<file path="src/rtl/uart_rx.sv">
// -----------------------------------------------------------------------------
// uart_rx -- asynchronous serial receiver, 8 data bits, optional even parity,
// one or two stop bits, runtime-programmable bit period.
//
// Ports
//   clk_i         system clock, all logic on the rising edge
//   resetn_i      asynchronous active-low reset
//   rx_i          serial line (idles high, asynchronous to clk_i)
//   bit_period_i  clock cycles per bit; values below 16 are treated as 16
//   parity_en_i   1 = an even-parity bit follows the data bits
//   stopbit_i     0 = one stop bit, 1 = two stop bits
//   rx_data_o     last received byte (bit 0 = first data bit on the line)
//   rx_valid_o    one-cycle pulse when a frame completes
//   parity_err_o  parity mismatch for the frame flagged by rx_valid_o
//   frame_err_o   a stop bit was sampled low for the frame flagged by rx_valid_o
//   busy_o        high whenever the receiver is not idle
// -----------------------------------------------------------------------------
module uart_rx (
    input  logic        clk_i,
    input  logic        resetn_i,
    input  logic        rx_i,
    input  logic [15:0] bit_period_i,
    input  logic        parity_en_i,
    input  logic        stopbit_i,
    output logic [7:0]  rx_data_o,
    output logic        rx_valid_o,
    output logic        parity_err_o,
    output logic        frame_err_o,
    output logic        busy_o
);

    typedef enum logic [2:0] {
        IDLE,
        START,
        DATA,
        PARITY,
        STOP1,
        STOP2,
        DONE
    } state_t;

    localparam logic [15:0] MIN_PERIOD = 16'd16;

    state_t      state_q, state_d;

    logic        sync_q;      // first synchronizer stage
    logic        rx_s;        // synchronized line, the only view of rx_i used below
    logic        armed_q;     // line has been seen high since the last frame
    logic [15:0] cnt_q;       // cycles since the previous sample point
    logic [2:0]  bit_idx_q;   // data bit being received
    logic [7:0]  shift_q;
    logic [15:0] period_q;    // frame configuration captured at the start edge
    logic        par_en_q;
    logic        two_stop_q;
    logic        par_err_q;
    logic        frm_err_q;

    logic [15:0] target;
    logic        sample;
    logic        last_stop;
    logic        frm_next;
    logic        start_frame;

    // -------------------------------------------------------------------------
    // Synchronizer: resets to the idle line level so a reset never looks like
    // a start bit.
    // -------------------------------------------------------------------------
    // NOTE: sequential state is always written with non-blocking assignments so
    // every flop samples the pre-edge value of the others.
    always_ff @(posedge clk_i or negedge resetn_i) begin
        if (!resetn_i) begin
            sync_q <= 1'b1;
            rx_s   <= 1'b1;
        end else begin
            sync_q <= rx_i;
            rx_s   <= sync_q;
        end
    end

    // -------------------------------------------------------------------------
    // Sample timing: the first sample lands half a period into the start bit,
    // each later one a full period after the previous, i.e. mid-bit.
    // -------------------------------------------------------------------------
    assign target      = (state_q == START) ? {1'b0, period_q[15:1]} : period_q;
    assign sample      = (state_q inside {START, DATA, PARITY, STOP1, STOP2}) &&
                         (cnt_q == target - 16'd1);
    assign last_stop   = sample && ((state_q == STOP2) ||
                                    ((state_q == STOP1) && !two_stop_q));
    // The second stop bit accumulates onto the first one's error.
    assign frm_next    = ((state_q == STOP2) ? frm_err_q : 1'b0) | ~rx_s;
    assign start_frame = (state_q == IDLE) && (state_d == START);

    // -------------------------------------------------------------------------
    // FSM state register
    // -------------------------------------------------------------------------
    always_ff @(posedge clk_i or negedge resetn_i) begin
        if (!resetn_i) begin
            state_q <= IDLE;
        end else begin
            state_q <= state_d;
        end
    end

    // -------------------------------------------------------------------------
    // FSM next-state and busy output
    // -------------------------------------------------------------------------
    // NOTE: every output of this block gets a default first; a path that
    // leaves one unassigned would infer a latch.
    always_comb begin
        state_d = state_q;
        busy_o  = (state_q != IDLE);
        unique case (state_q)
            IDLE:   if (!rx_s && armed_q) state_d = START;
            START:  if (sample) state_d = rx_s ? IDLE : DATA;  // high = glitch
            DATA:   if (sample && (bit_idx_q == 3'd7))
                        state_d = par_en_q ? PARITY : STOP1;
            PARITY: if (sample) state_d = STOP1;
            STOP1:  if (sample) state_d = two_stop_q ? STOP2 : DONE;
            STOP2:  if (sample) state_d = DONE;
            DONE:   state_d = IDLE;
            default: state_d = IDLE;
        endcase
    end

    // -------------------------------------------------------------------------
    // Datapath, configuration capture and result registers
    // -------------------------------------------------------------------------
    always_ff @(posedge clk_i or negedge resetn_i) begin
        if (!resetn_i) begin
            armed_q      <= 1'b0;
            cnt_q        <= '0;
            bit_idx_q    <= '0;
            shift_q      <= '0;
            period_q     <= MIN_PERIOD;
            par_en_q     <= 1'b0;
            two_stop_q   <= 1'b0;
            par_err_q    <= 1'b0;
            frm_err_q    <= 1'b0;
            rx_data_o    <= '0;
            rx_valid_o   <= 1'b0;
            parity_err_o <= 1'b0;
            frame_err_o  <= 1'b0;
        end else begin
            // Cycle counter saturates instead of wrapping.
            if ((state_q == IDLE) || sample) begin
                cnt_q <= '0;
            end else if (cnt_q != 16'hFFFF) begin
                cnt_q <= cnt_q + 16'd1;
            end

            // Arming: a break (line held low) must not retrigger, so only a
            // high line in IDLE/DONE or a clean final stop bit re-arms. The
            // stop-bit case lets a start edge landing in DONE be accepted.
            if (start_frame) begin
                armed_q <= 1'b0;
            end else if (((state_q == IDLE) || (state_q == DONE)) && rx_s) begin
                armed_q <= 1'b1;
            end else if (last_stop && !frm_next) begin
                armed_q <= 1'b1;
            end

            if (start_frame) begin
                period_q   <= (bit_period_i < MIN_PERIOD) ? MIN_PERIOD : bit_period_i;
                par_en_q   <= parity_en_i;
                two_stop_q <= stopbit_i;
                bit_idx_q  <= '0;
                par_err_q  <= 1'b0;
                frm_err_q  <= 1'b0;
            end

            if (sample) begin
                unique case (state_q)
                    DATA: begin
                        shift_q   <= {rx_s, shift_q[7:1]};
                        bit_idx_q <= bit_idx_q + 3'd1;
                    end
                    PARITY:       par_err_q <= rx_s ^ (^shift_q);
                    STOP1, STOP2: frm_err_q <= frm_next;
                    default: ;
                endcase
            end

            // Results are loaded on the final stop sample so they are already
            // stable during the DONE cycle that carries the valid pulse.
            if (last_stop) begin
                rx_data_o    <= shift_q;
                parity_err_o <= par_err_q;
                frame_err_o  <= frm_next;
            end
            rx_valid_o <= last_stop;
        end
    end

endmodule

</file>
<file path="config.mk">
export PLATFORM = sky130hd
export DESIGN_NAME = uart_rx
export DESIGN_NICKNAME = d
export VERILOG_FILES = /design/src/rtl/uart_rx.sv
export SDC_FILE = /design/constraint.sdc
export NUM_CORES = 1
export LEC_CHECK = 0
export ABC_AREA = 1
export CAP_MARGIN = 20
export CELL_PAD_IN_SITES_DETAIL_PLACEMENT = 0
export CELL_PAD_IN_SITES_GLOBAL_PLACEMENT = 1
export CORE_MARGIN = 1
export CORE_UTILIZATION = 36
export CTS_CLUSTER_DIAMETER = 60
export DETAILED_ROUTE_END_ITERATION = 10
export PLACE_DENSITY_LB_ADDON = 0.1
export RECOVER_POWER = 25
export REMOVE_ABC_BUFFERS = 1
export SLEW_MARGIN = 40
export SYNTH_ARGS = -nofsm -noshare
export SYNTH_HDL_FRONTEND = slang
export SYNTH_SLANG_ARGS = --single-unit
export TNS_END_PERCENT = 100
</file>
<file path="constraint.sdc">
create_clock -name clk_i -period 3.7 [get_ports clk_i]
set_clock_uncertainty 0.1 [all_clocks]
set_input_delay 0.925 -clock clk_i [delete_from_list [all_inputs] [get_ports clk_i]]
set_output_delay 0.925 -clock clk_i [all_outputs]
set_load 0.02 [all_outputs]
</file>
After elaboration in Yosys (flattened, before gate mapping)

Cells that the tools add are included.

Register bits: 64
Input port bits: 21
Output and inout bits: 12
Logic and storage cells: 82

Add/subtract/negate cells: 3
Magnitude comparators: 1
Eq/ne operators: 10
Mux-type cells: 27
Bitwise logic cells: 3
Reduce and logical (&&, ||, !) cells: 22

Operators by type and width:

| cell                                                                           | number |
|---|---|
| 16-bit 2-to-1 mux                                                              | 4 |
| 3-bit 2-to-1 mux                                                               | 10 |
| 3-bit one-hot mux with 6 select lines                                          | 1 |
| 16-bit by 1-bit adder with 16-bit output (second input constant)               | 1 |
| 16-bit == test                                                                 | 1 |
| 16-bit by 5-bit less-than comparator with 1-bit output (second input constant) | 1 |
| 16-bit inequality test (second input constant)                                 | 1 |
| 16-bit by 1-bit subtractor with 16-bit output (second input constant)          | 1 |
| 3-bit == test (second input constant)                                          | 4 |
| 1-bit 2-to-1 mux                                                               | 10 |
| 1-bit logical AND                                                              | 8 |
| 8-bit parity                                                                   | 1 |
| 3-bit by 1-bit == test with 1-bit output (second input constant)               | 2 |
| 3-bit by 2-bit == test with 1-bit output (second input constant)               | 2 |
| 3-bit nonzero test                                                             | 2 |
| 5-bit nonzero test                                                             | 1 |
| 2-bit 2-to-1 mux                                                               | 2 |
| 3-bit by 1-bit adder with 3-bit output (second input constant)                 | 1 |
| 1-bit logical NOT                                                              | 3 |
| 3-bit logical NOT                                                              | 1 |
| 1-bit logical OR                                                               | 3 |
| 2-bit AND reduction                                                            | 1 |
| 2-bit nonzero test                                                             | 1 |
| 2-bit OR reduction                                                             | 1 |
| other kinds (3)                                                                | 3 |

Longest topological paths before layout

Depth in word-level cells: 13
Gate-level depth with buffers: 22
Mapped depth without buffers: 19

Worst setup path after synthesis

Ideal clock, no wire load.

Kind: register to register
Start: register state_q[2]
End: register cnt_q[11]
Library setup time: 0.134 ns
Data arrival time: 2.431 ns
Data required time: 3.466 ns
Slack: 1.035 ns
Cell stages (with the launch flop): 19
Path buffers: 3
Period minus slack after synthesis: 2.665 ns
Cells stage by stage: dfrtp_1 -> nor2_4 -> buf_6 -> nand3_1 -> nand2_2 -> ha_1 -> nand2_1 -> nor2_2 -> buf_4 -> nand3_1 -> nand3_1 -> nand2_1 -> nor2_1 -> nand2_1 -> nor2_1 -> nand3_2 -> nand2_1 -> buf_2 -> a21oi_1

Longest elaborated chain between the ends: 7
Elaborated cells on any way between the ends: 14
Those cells by class: 1 x add/sub; 6 x eq/ne; 2 x mux; 5 x reduce/logical

Ends and longest elaborated chain:

| what                                                    | line   | RTL |
|---|---|---|
| start: declaration                                      | 44     | `state_t state_q, state_d;` |
| start signal: assignment                                | 100    | `state_q <= state_d;` |
| 3-bit by 1-bit == test with 1-bit output                | 84, 85 |  |
| 16-bit 2-to-1 mux                                       | 84     | `assign target = (state_q == START) ? {1'b0, period_q[15:1]} : period_q;` |
| 16-bit by 1-bit subtractor with 16-bit output           | 86     | `(cnt_q == target - 16'd1);` |
| 16-bit == test                                          | 86     |  |
| 1-bit logical AND                                       | 85     | `assign sample = (state_q inside {START, DATA, PARITY, STOP1, STOP2}) &&` |
| 1-bit logical OR (*)                                    | 145    | `if ((state_q == IDLE) \|\| sample) begin` |
| 16-bit 2-to-1 mux or 2-bit nonzero test (tied branches) | n/a    |  |
| end signal: assignment                                  | 148    | `cnt_q <= cnt_q + 16'd1;` |
| end: declaration                                        | 49     | `logic [15:0] cnt_q;` |

Every way passes the cells marked *; elsewhere a longest branch is shown, timed or not.
A chain may end at the register's enable or synchronous reset.

Final worst setup path

Start: register state_q[2]
End: register bit_idx_q[2]

Longest elaborated chain between the ends: 13
Elaborated cells on any way between the ends: 24
Those cells by class: 1 x add/sub; 7 x eq/ne; 11 x mux; 5 x reduce/logical

Ends and longest elaborated chain:

| what                                          | line        | RTL |
|---|---|---|
| 3-bit by 1-bit == test with 1-bit output      | 84, 85, 112 |  |
| 16-bit 2-to-1 mux                             | 84          |  |
| 16-bit by 1-bit subtractor with 16-bit output | 86          |  |
| 16-bit == test                                | 86          |  |
| 1-bit logical AND                             | 85          |  |
| 1-bit logical AND                             | 115         | `DATA: if (sample && (bit_idx_q == 3'd7))` |
| 3-bit 2-to-1 mux                              | 115         |  |
| 3-bit one-hot mux with 6 select lines         | 112         | `unique case (state_q)` |
| 3-bit by 1-bit == test with 1-bit output      | 91          | `assign start_frame = (state_q == IDLE) && (state_d == START);` |
| 1-bit logical AND                             | 91          |  |
| 3-bit 2-to-1 mux                              | 162         | `if (start_frame) begin` |
| 3-bit 2-to-1 mux                              | 172         | `unique case (state_q)` |
| 3-bit 2-to-1 mux (*)                          | 171         | `if (sample) begin` |
| end signal: assignment                        | 175         | `bit_idx_q <= bit_idx_q + 3'd1;` |
| end: declaration                              | 50          | `logic [2:0] bit_idx_q;` |

Marked as above.

==> metrics <==
pre-CTS WS=~0.36 ns; Cell Pwr Density=735 nW/um2; final net count=642; Worst Setup Start Kind=flip-flop; Cell Chain, Critical Path=nor2_4 > nand2_4 > nand2_1 > nand2_2 > ha_1 > xnor2_1 > xor2_1 > nor2_1 > nand3_1 > nor3_1 > nand3_1 > nor2_4 > nand2_2 > nand3_1 > o21ai_0; fraction of registers with async set/reset=100%; CP Max Fanout=22; Placed Cells=749; Slew Limit Fails=35; iteration count of the initial detailed-routing pass=4; Non-Filler Instances=765; post-cts resize count=0; first-pass GRT wire length=approximately 18 mm; Die W=110 um; crit-path most repeated cell=nand3_1; IO Port Bufs=32; Worst VDD drop=350 uV; failing checks=max-capacitance violations, max-slew violations; vias per cell=4.92; register area share after synthesis=38.0%; f_max=between 0.3 and 0.4 GHz; clk slew on worst S/H paths=around 0.060 ns; Fin Hold WS=0.254 ns; Post-synth EDFFs=0; Max-Cap Viols=1; Gate Count Post-Synth=582; GRT Total Usage=20.2%; CTS Root Cell=clkbuf_16; Top FF cell, synth=dfrtp_1; Setup Total Neg Slack=0 ns; RSZ-0062 raised after global routing=no; Fill cells=1189; synth unique cells=40; Synth area leader=dfrtp_1; most instantiated library cell after synthesis=nand2_1; Final Cycle Share=88.9%; layout cells sized above 1=a little under an eighth; RePlAce Congestion=0.933; synthesized area=4220 um2; pin count of the biggest net entering global routing=35; CORE AREA=~11000 um2; Routed Antenna Nets=0; Slew Limit Headroom=-25.2%; clock sinks=64; CTS Buf Count=9; DIE AREA=12200 um2; die height=110 um; Util after Layout=43.4%; Worst R2R Setup Slack=about 0.4 ns; drt wl/cell=~14 um; number of remaining DRC errors=0; GRT overflow=0; CP Capture Type=flip-flop; CTS Hold Bufs=0; Synth Warn #=0; clk_lat worst skew=0.34 ns; HP Class=reg2reg; CP max stage cell=dfrtp_1; Final setup viols=0; worst setup margin=0.412 ns; synthesized area per cell=7.25 um2; Top-Level Pins=33; clock buffer depth=2; Buf/Inv on CP=0; Post-CTS Setup Repair Bufs=0; Initial Utilization=a little under two fifths; Max H-tree Level=3; antenna violations before repair=0; Worst path max stage delay=0.45 ns; synthesis-to-layout area growth=17.3%; status=finished, violations left; synth top area cells=dfrtp_1 36%, nand2_1 14%, nand3_1 9.0%; detailed placer's ending HPWL=8.62 mm; vias in the first global route=~3700; num rows=39; #FFs+latches synth=64; Worst EP required=between 3 and 4 ns; min cycle time layout=3.29 ns; Post-synth top cells=162 x nand2_1, 76 x nand3_1, 62 x inv_1; initial drt markers=228; critical path arrival=3.39 ns; WL final=10.9 mm; Final Hold Viols=0; clock tree from TritonCTS=done; CP Class=reg2reg; worst slew pin tran=1.88 ns; CP delay by family, top=simple AND/OR/NAND/NOR gates; Ant. Diodes=0; vias=3766; Leak=2.32 nW; post-synth top area share=a little over a third
-- where the power goes --
part | leakage, nW | total, W | switching [W] | internal (W)
clock network | 0.148 | 0.000865 | 0.000310 | 0.000555
logic | 1.33 | 0.00181 | 0.00123 | 0.000579
registers | 0.837 | 0.000965 | 0.000119 | 0.000846
-- kinds of logic (layout without fill, tap and decap cells) --
kind of cell	count (synthesis)	in the layout	share of synthesized area (%)
AND/OR/NAND/NOR	348	348	38.0
flip-flops	64	64	38.0
AO/OA/AOI/OAI	56	56	7.86
XOR/XNOR	29	29	6.02
buffers and inverters	81	121	8.93
adder cells (fa/ha/maj)	4	4	1.19
-- flip-flops by register name, indices dropped and copies added, names as in the netlist, 3 cells and up --
name       count
bit_idx_q      3
cnt_q         16
period_q      16
rx_data_o      8
shift_q        8
state_q        3
-- layout by cell type, fill, tap and decap left out, drive strengths merged, types with 4 or more instances in the layout --
master and count:
o21ai 33, a21oi 16, xnor2 7, nor4 6, clkbuf 13, inv 65, nand4 11, nand2 185
buf 6, clkdlybuf4s50 30, ha 4, nor2 53, dfrtp 61, xor2 22, nand3 78, nor3 11
-- final timing paths --
kind / start / to / cells past startpoint
min reg2reg: sync_q$_DFF_PN1_ / rx_s$_DFF_PN1_ / 0
min in group asynchronous: resetn_i / rx_valid_o$_DFF_PN0_ / 1
max: state_q[2]$_DFF_PN0_ / bit_idx_q[2]$_DFF_PN0_ / 15
max reg2reg: state_q[2]$_DFF_PN0_ / bit_idx_q[2]$_DFF_PN0_ / 15
min: sync_q$_DFF_PN1_ / rx_s$_DFF_PN1_ / 0
max in group asynchronous: resetn_i / cnt_q[2]$_DFFE_PN0P_ / 2
-- stage by stage --
stage | area [um2] | power [W]
final | 4950 | 0.00364
after floorplan | 4090 | 0.00231
after CTS | 4950 | 0.00367
after global placement | 4640 | 0.00280
after global routing | 4950 | 0.00397
after detailed placement | 4640 | 0.00279
-- cell type report --
cell class | instances | area, um2 | area share, %
inverters | 66 | 249 | 5.03
flip-flops and latches | 64 | 1610 | 32.4
multi-input cells | 437 | 2250 | 45.4
clock buffers | 11 | 253 | 5.10
well taps | 143 | 179 | 3.61
clock inverters | 5 | 55.1 | 1.11
repair buffers | 39 | 363 | 7.33
-- metal layers --
metal / global-route usage, % / part of all wire (%)
met5: 0 / 0
met3: 4.17 / 3.5
met4: 7.99 / 2.2
met2: 32.5 / 47
met1: 26.6 / 47
(Power assumes the default switching activity.)
